## config.mk

```make
export PLATFORM = sky130hd
export DESIGN_NAME = adder_sum_sched_flat
export DESIGN_NICKNAME = d
export VERILOG_FILES = /design/src/rtl/adder_sum_sched_pkg.sv /design/src/rtl/adder_sum_sched_if.sv /design/src/rtl/adder_sum_sched_alu.sv /design/src/rtl/adder_sum_sched.sv /design/src/flat_wrapper.sv
export SDC_FILE = /design/constraint.sdc
export NUM_CORES = 1
export LEC_CHECK = 0
export BUFFER_PORTS_ARGS = -buffer_cell sky130_fd_sc_hd__buf_2
export CAP_MARGIN = 25
export CELL_PAD_IN_SITES_DETAIL_PLACEMENT = 1
export CELL_PAD_IN_SITES_GLOBAL_PLACEMENT = 1
export CORE_MARGIN = 8
export CORE_UTILIZATION = 35
export DETAILED_ROUTE_END_ITERATION = 8
export PLACE_DENSITY = 0.61
export SLEW_MARGIN = 20
export SYNTH_ARGS = -nofsm -noshare
export SYNTH_HDL_FRONTEND = slang
export SYNTH_SLANG_ARGS = --single-unit
```

## constraint.sdc

```tcl
create_clock -name clk -period 3.6 [get_ports clk]
set_clock_uncertainty 0.2 [all_clocks]
set_input_delay 0.36 -clock clk [delete_from_list [all_inputs] [get_ports clk]]
set_output_delay 0.36 -clock clk [all_outputs]
set_load 0.02 [all_outputs]
```

## src/rtl/adder_sum_sched_pkg.sv

```systemverilog
`default_nettype none
// ============================================================================
//  Module   : adder_pkg
//  Purpose  : Shared types and constants for the multi-operand sum scheduler:
//             FSM state encoding, default geometry, sum-width helper.
//  Ports    : none (package)
//  Revision : 1.0  initial release
// ============================================================================
package adder_pkg;

    typedef enum logic [1:0] {
        LOAD  = 2'd0,
        ACCUM = 2'd1,
        DONE  = 2'd2
    } state_e;

    localparam int DEF_WIDTH = 8;
    localparam int DEF_N_OPS = 4;

    // Width that holds N operands of W bits each without wrapping.
    function automatic int acc_width(input int w, input int n);
        return w + $clog2(n);
    endfunction

endpackage : adder_pkg
`default_nettype wire

```

## src/rtl/adder_sum_sched_if.sv

```systemverilog
`default_nettype none
// ============================================================================
//  Module   : adder_sum_sched_if
//  Purpose  : Operand input and sum output handshakes of the sum scheduler.
//  Ports    : in_data/in_valid/in_ready  - operand stream (source -> block)
//             out_sum/out_ovf/out_valid/out_ready - result stream
//             busy - block is mid-operation
//  Modports : slave  - the scheduler
//             master - the environment driving operands and taking results
//  Revision : 1.0  initial release
// ============================================================================
interface adder_sum_sched_if
    import adder_pkg::*;
#(
    parameter int WIDTH = DEF_WIDTH,
    parameter int N_OPS = DEF_N_OPS
) ();
    localparam int ACC_W = acc_width(WIDTH, N_OPS);

    logic [WIDTH-1:0] in_data;
    logic             in_valid;
    logic             in_ready;
    logic [ACC_W-1:0] out_sum;
    logic             out_ovf;
    logic             out_valid;
    logic             out_ready;
    logic             busy;

    modport slave (
        input  in_data, in_valid, out_ready,
        output in_ready, out_sum, out_ovf, out_valid, busy
    );

    modport master (
        output in_data, in_valid, out_ready,
        input  in_ready, out_sum, out_ovf, out_valid, busy
    );
endinterface : adder_sum_sched_if
`default_nettype wire

```

## src/rtl/adder_sum_sched_alu.sv

```systemverilog
`default_nettype none
// ============================================================================
//  Module   : adder_sum_alu
//  Purpose  : Combinational unsigned adder; the single adder shared by the
//             scheduler across all operand additions.
//  Ports    : a, b (W bits) in; sum (W bits) out, a+b truncated to W bits
//  Revision : 1.0  initial release
// ============================================================================
module adder_sum_alu #(
    parameter int W = 10
) (
    input  logic [W-1:0] a,
    input  logic [W-1:0] b,
    output logic [W-1:0] sum
);
    // Operands are pre-sized by the caller so that this never wraps.
    assign sum = a + b;
endmodule : adder_sum_alu
`default_nettype wire

```

## src/rtl/adder_sum_sched.sv

```systemverilog
`default_nettype none
// ============================================================================
//  Module   : adder_sum_sched
//  Purpose  : Buffers N_OPS operands arriving on a valid/ready stream, then
//             sums them over N_OPS-1 cycles with one shared adder and offers
//             the widened sum on a valid/ready output stream.
//  Ports    : clk   - rising-edge clock
//             reset - synchronous active-high reset
//             bus   - slave side of adder_sum_sched_if (operands, result, busy)
//  Revision : 1.0  initial release
// ============================================================================
module adder_sum_sched
    import adder_pkg::*;
#(
    parameter int WIDTH = DEF_WIDTH,
    parameter int N_OPS = DEF_N_OPS
) (
    input  logic              clk,
    input  logic              reset,
    adder_sum_sched_if.slave  bus
);
    localparam int ACC_W = acc_width(WIDTH, N_OPS);
    localparam int IDX_W = $clog2(N_OPS);
    localparam logic [IDX_W-1:0] LAST_IDX = IDX_W'(N_OPS - 1);

    state_e                state_q, state_d;
    logic [IDX_W-1:0]      idx_q,   idx_d;
    logic [IDX_W-1:0]      i_q,     i_d;
    logic [ACC_W-1:0]      acc_q,   acc_d;
    logic [WIDTH-1:0]      op_q [N_OPS];
    logic [WIDTH-1:0]      op_d [N_OPS];

    logic [ACC_W-1:0]      alu_b;
    logic [ACC_W-1:0]      alu_sum;

    // The one and only adder; acc is always the left operand.
    adder_sum_alu #(.W(ACC_W)) u_alu (
        .a   (acc_q),
        .b   (alu_b),
        .sum (alu_sum)
    );

    always_comb begin
        state_d = state_q;
        idx_d   = idx_q;
        i_d     = i_q;
        acc_d   = acc_q;
        op_d    = op_q;
        alu_b   = {{(ACC_W-WIDTH){1'b0}}, op_q[i_q]};

        case (state_q)
            LOAD: begin
                // in_ready is 1 throughout LOAD, so in_valid alone is a transfer.
                if (bus.in_valid) begin
                    op_d[idx_q] = bus.in_data;
                    idx_d       = idx_q + IDX_W'(1);
                    // Operand 0 seeds acc directly, saving one add cycle.
                    if (idx_q == '0) begin
                        acc_d = {{(ACC_W-WIDTH){1'b0}}, bus.in_data};
                    end
                    if (idx_q == LAST_IDX) begin
                        state_d = ACCUM;
                        i_d     = IDX_W'(1);
                    end
                end
            end
            ACCUM: begin
                acc_d = alu_sum;
                i_d   = i_q + IDX_W'(1);
                if (i_q == LAST_IDX) begin
                    state_d = DONE;
                end
            end
            DONE: begin
                if (bus.out_ready) begin
                    state_d = LOAD;
                    idx_d   = '0;
                end
            end
            default: begin
                state_d = LOAD;
                idx_d   = '0;
            end
        endcase
    end

    always_ff @(posedge clk) begin
        if (reset) begin
            state_q <= LOAD;
            idx_q   <= '0;
            i_q     <= '0;
            acc_q   <= '0;
        end else begin
            state_q <= state_d;
            idx_q   <= idx_d;
            i_q     <= i_d;
            acc_q   <= acc_d;
        end
    end

    // Operand storage carries no reset: every slot is rewritten before use.
    always_ff @(posedge clk) begin
        op_q <= op_d;
    end

    // All handshake outputs are Moore, decoded from registered state only.
    always_comb begin
        bus.in_ready  = (state_q == LOAD);
        bus.out_valid = (state_q == DONE);
        bus.out_sum   = (state_q == DONE) ? acc_q : '0;
        bus.out_ovf   = (state_q == DONE) && (|acc_q[ACC_W-1:WIDTH]);
        bus.busy      = (state_q != LOAD) || (idx_q != '0);
    end

endmodule : adder_sum_sched
`default_nettype wire

```

## src/flat_wrapper.sv

```systemverilog
// flat-port wrapper written by rule: the top's interface ports become plain ports
module adder_sum_sched_flat import adder_pkg::*;
#(
    parameter int WIDTH = DEF_WIDTH,
    parameter int N_OPS = DEF_N_OPS
)
  (clk, reset, bus_in_data, bus_in_valid, bus_out_ready, bus_in_ready, bus_out_sum, bus_out_ovf, bus_out_valid, bus_busy);
  adder_sum_sched_if #(.WIDTH(WIDTH), .N_OPS(N_OPS)) bus_i ();
  input  logic clk;
  input  logic reset;
  input wire logic [$bits(bus_i.in_data)-1:0] bus_in_data;
  input wire logic [$bits(bus_i.in_valid)-1:0] bus_in_valid;
  input wire logic [$bits(bus_i.out_ready)-1:0] bus_out_ready;
  output wire logic [$bits(bus_i.in_ready)-1:0] bus_in_ready;
  output wire logic [$bits(bus_i.out_sum)-1:0] bus_out_sum;
  output wire logic [$bits(bus_i.out_ovf)-1:0] bus_out_ovf;
  output wire logic [$bits(bus_i.out_valid)-1:0] bus_out_valid;
  output wire logic [$bits(bus_i.busy)-1:0] bus_busy;
  assign bus_i.in_data = bus_in_data;
  assign bus_i.in_valid = bus_in_valid;
  assign bus_i.out_ready = bus_out_ready;
  assign bus_in_ready = bus_i.in_ready;
  assign bus_out_sum = bus_i.out_sum;
  assign bus_out_ovf = bus_i.out_ovf;
  assign bus_out_valid = bus_i.out_valid;
  assign bus_busy = bus_i.busy;
  adder_sum_sched #(.WIDTH(WIDTH), .N_OPS(N_OPS)) u_core (.clk(clk), .reset(reset), .bus(bus_i));
endmodule
```

==> metrics.txt <==
final setup vio count=0; Clk network pwr share=~34%; Clk pin slew, worst setup/hold paths=approximately 0.11 ns; Post-CTS Resized=0; run status=finished clean; combinational power share=between 10 and 15%; critical register-to-register path startpoint=u_core.i_q[0]$_SDFFE_PP0P_; slowest cell delay on critical path=roughly 0.54 ns; headroom to the max-slew limit=42.9%; buffers from clock root to sink, at most=2; buffers plus inverters on the worst setup path=0; worst hold slack=just under 0.1 ns; transition time at the pin with the least slew margin=0.854 ns; Syn Area/Cell=approximately 12 sq um; Sinks on Clock Net=between 40 and 50; cell depth of the worst hold path=1; slack of the worst reg-to-reg path=0.47 ns; detailed-route vias per instance=around 5.3; mean routed wirelength per cell=18.2 um; number of buffers inserted during clock tree synthesis=5; clock tree from TritonCTS=done; Tot GR Track Use=a little under an eighth; synthesized netlist net count=225; launch point of the worst hold path=bus_in_data[2]; insertion delay to the later sink of the worst-skew pair=between 0.3 and 0.4 ns; initial antenna violation count=0; element type at the critical path end=register; part of the power in registers=a little over half; Core Area=roughly 0.0067 sq mm; post-route clock period utilization=~87%; master of the slowest instance on the critical path=mux4_2; YS warnings=0; most common library cell in the layout ignoring fill and taps=edfxtp_1; Routability Congestion=about 0.75; vias after detailed routing=1626; Iter 0 DRT Violations=just over 80; count of input and output buffers=25; final total power=around 1200 uW; reg2reg end=u_core.acc_q[6]$_SDFFE_PP0P_; number of instances in the synthesized netlist=a little under 200; number of iterations in the first detailed-routing pass=4; arrival time at the worst endpoint=roughly 3.1 ns; setup slack after placement=roughly 0.47 ns; worst setup path category=register to register; CTS hold repair buffers=0; final-report max-slew violation count=0; postcts setup bufs=0; width of the die=about 100 um; largest net degree at the start of global routing=20; RSZ-0062 raised after global routing=false; Hold Path Sink=u_core.op_q[26]$_DFFE_PP_; worst endpoint required time=about 3.6 ns; Switching Share=between 20 and 30%; root buffer selected by CTS=clkbuf_8; Antenna Violating Nets Remaining=0; commonest cells after routing, fill and taps aside=32 x edfxtp_1, 25 x buf_2, 18 x nor2_1; Sw Pwr=301 uW; power density cells=443 mW/mm^2; Peak supply drop=0.240 mV; Boundary Pins=26; cell count of the worst reg-to-reg path=8; vias in the first global route=between 1500 and 2000; first-pass GRT wire length=between 8000 and 9000 um; Worst Path Max Fanout=7; area added between synthesis and finish=13.1%; summed instance area of the synthesized netlist=between 0.002 and 0.0025 sq mm; Final Hold Vio Count=0; area of the die=a little under 0.01 sq mm; portion of the post-synthesis area used by sequential elements=between 50% and 60%; cell-internal power=between 800 and 900 uW; gate family responsible for the most delay along the worst path=compound AO/OA/AOI/OAI gates; DR DRC count=0; cell breakdown of the critical path=mux4_2, ha_1, fa_1, a211oi_1, nor2_1, o21ai_0, a2111oi_0, a211o_1; Min-Delay Path Class=primary input to register; H-tree depth=2; flip-flop and latch count after synthesis=48; static leakage=about 0.0011 uW; total instance count after detailed placement=slightly below 300; post-detail-place hpwl=4030 um; number of diodes added for antenna fixing=0; share of final-layout standard cells stronger than drive strength 1=20.1%; die height=around 98 um; fin crit period=approximately 3.1 ns; final sum of negative setup slack=0 ns; initial standard-cell utilization of the core=between 30% and 40%; count of unique library cells instantiated by Yosys=39; final net count=249; final worst-path setup slack=0.470 ns; Final Non-Filler Cells=around 300; category of the worst setup path launch point=register; launching element of the worst setup path=u_core.i_q[0]$_SDFFE_PP0P_; grt total ovfl=0; overall routed net length=around 5500 um; Std-Cell Rows=30; Max Clk Rate=about 0.32 GHz; maxcap violations=0
[power groups by stage]
stage	Sequential, uW	Combinational (uW)	Clock (uW)
floorplan	634	110	0
global placement	640	152	0
detailed placement	640	153	0
CTS	627	153	418
global route	630	171	440
finish	627	152	408
[cell families after synthesis]
family / after synthesis / share of synthesized area (%)
multiplexers: 11 / 8.87
AND/OR/NAND/NOR: 65 / 13.6
XOR/XNOR: 3 / 1.11
adder cells (fa/ha/maj): 14 / 7.70
flip-flops: 48 / 54.0
buffers and inverters: 16 / 2.85
AO/OA/AOI/OAI: 42 / 11.9
[cells in the mapped netlist]
cell        n  area (sq um)
inv_1       6          22.5
nand2b_1    1          6.26
clkbuf_1    2          7.51
o211a_1     1          10.0
edfxtp_1   32           961
a21oi_1    14          70.1
o21ai_0     4          20.0
nand4_1     1          6.26
nand2_1    15          56.3
xor2_1      1          8.76
buf_2       6          30.0
dfxtp_1    16           320
and2_1     10          62.6
buf_1       2          7.51
nand3b_1    1          7.51
nor4b_1     2          17.5
or2_2       1          6.26
nor2_2      1          6.26
nor2b_1     2          12.5
mux2i_1     3          30.0
nor2_1     18          67.6
fa_1        1          20.0
a2111oi_0   1          8.76
ha_1       13           163
o31a_1      1          8.76
o211ai_1    3          22.5
a211o_1     2          17.5
a41oi_1     1          8.76
mux4_2      8           180
nand3_1     1          5.00
a22oi_1     2          15.0
or3_1       1          6.26
o22ai_1     1          6.26
a211oi_1    5          37.5
nor3_1      6          30.0
and3_1      5          31.3
a311oi_1    3          26.3
xnor2_1     2          17.5
a21o_1      4          30.0
[how the worst max path moves through the flow]
| stage | slack (ns) | endpoint | cells after the start |
|---|---|---|---|
| after floorplan | 0.63 | u_core.acc_q[6]$_SDFFE_PP0P_ | 9 |
| after global placement | 0.59 | u_core.acc_q[6]$_SDFFE_PP0P_ | 8 |
| after detailed placement | 0.47 | u_core.acc_q[6]$_SDFFE_PP0P_ | 8 |
| after CTS | 0.44 | u_core.acc_q[6]$_SDFFE_PP0P_ | 8 |
| after global routing | 0.29 | u_core.acc_q[6]$_SDFFE_PP0P_ | 8 |
| final | 0.47 | u_core.acc_q[6]$_SDFFE_PP0P_ | 8 |
[sequential cells by signal (all words and copies together) (netlist names)]
register and cells:
u_core.acc_q 10, u_core.state_q 2, u_core.idx_q 2, u_core.op_q 32, u_core.i_q 2
[cell type report]
type / count / area, sq um
Multi-Input combinational cell: 135 / 1020
Tap cell: 80 / 100
Inverter: 6 / 22.5
Sequential cell: 48 / 1280
Fill cell: 756 / 4000
Clock inverter: 3 / 46.3
Clock buffer: 5 / 68.8
Timing Repair Buffer: 27 / 140
[stage by stage]
step | cell area, sq um | utilization (%)
5_1_grt | 2680 | 40.1
3_3_place_gp | 2570 | 38.4
2_1_floorplan | 2370 | -
3_5_place_dp | 2570 | 38.4
4_1_cts | 2680 | 40.1
6_report | 2680 | 40.1
[worst register-to-register path: stages, from the launching register on]
cell	delay, ns
dfxtp_1	0.52
mux4_2	0.54
ha_1	0.22
fa_1	0.43
a211oi_1	0.32
nor2_1	0.10
o21ai_0	0.25
a2111oi_0	0.15
a211o_1	0.28
[metal layers]
metal,GRT usage (%),share of wire (%)
met5,0,0
met4,3.90,0.99
met3,2.70,2.7
met2,18.9,47
met1,15.2,49
Note: power is estimated with default switching activity, not from simulation.
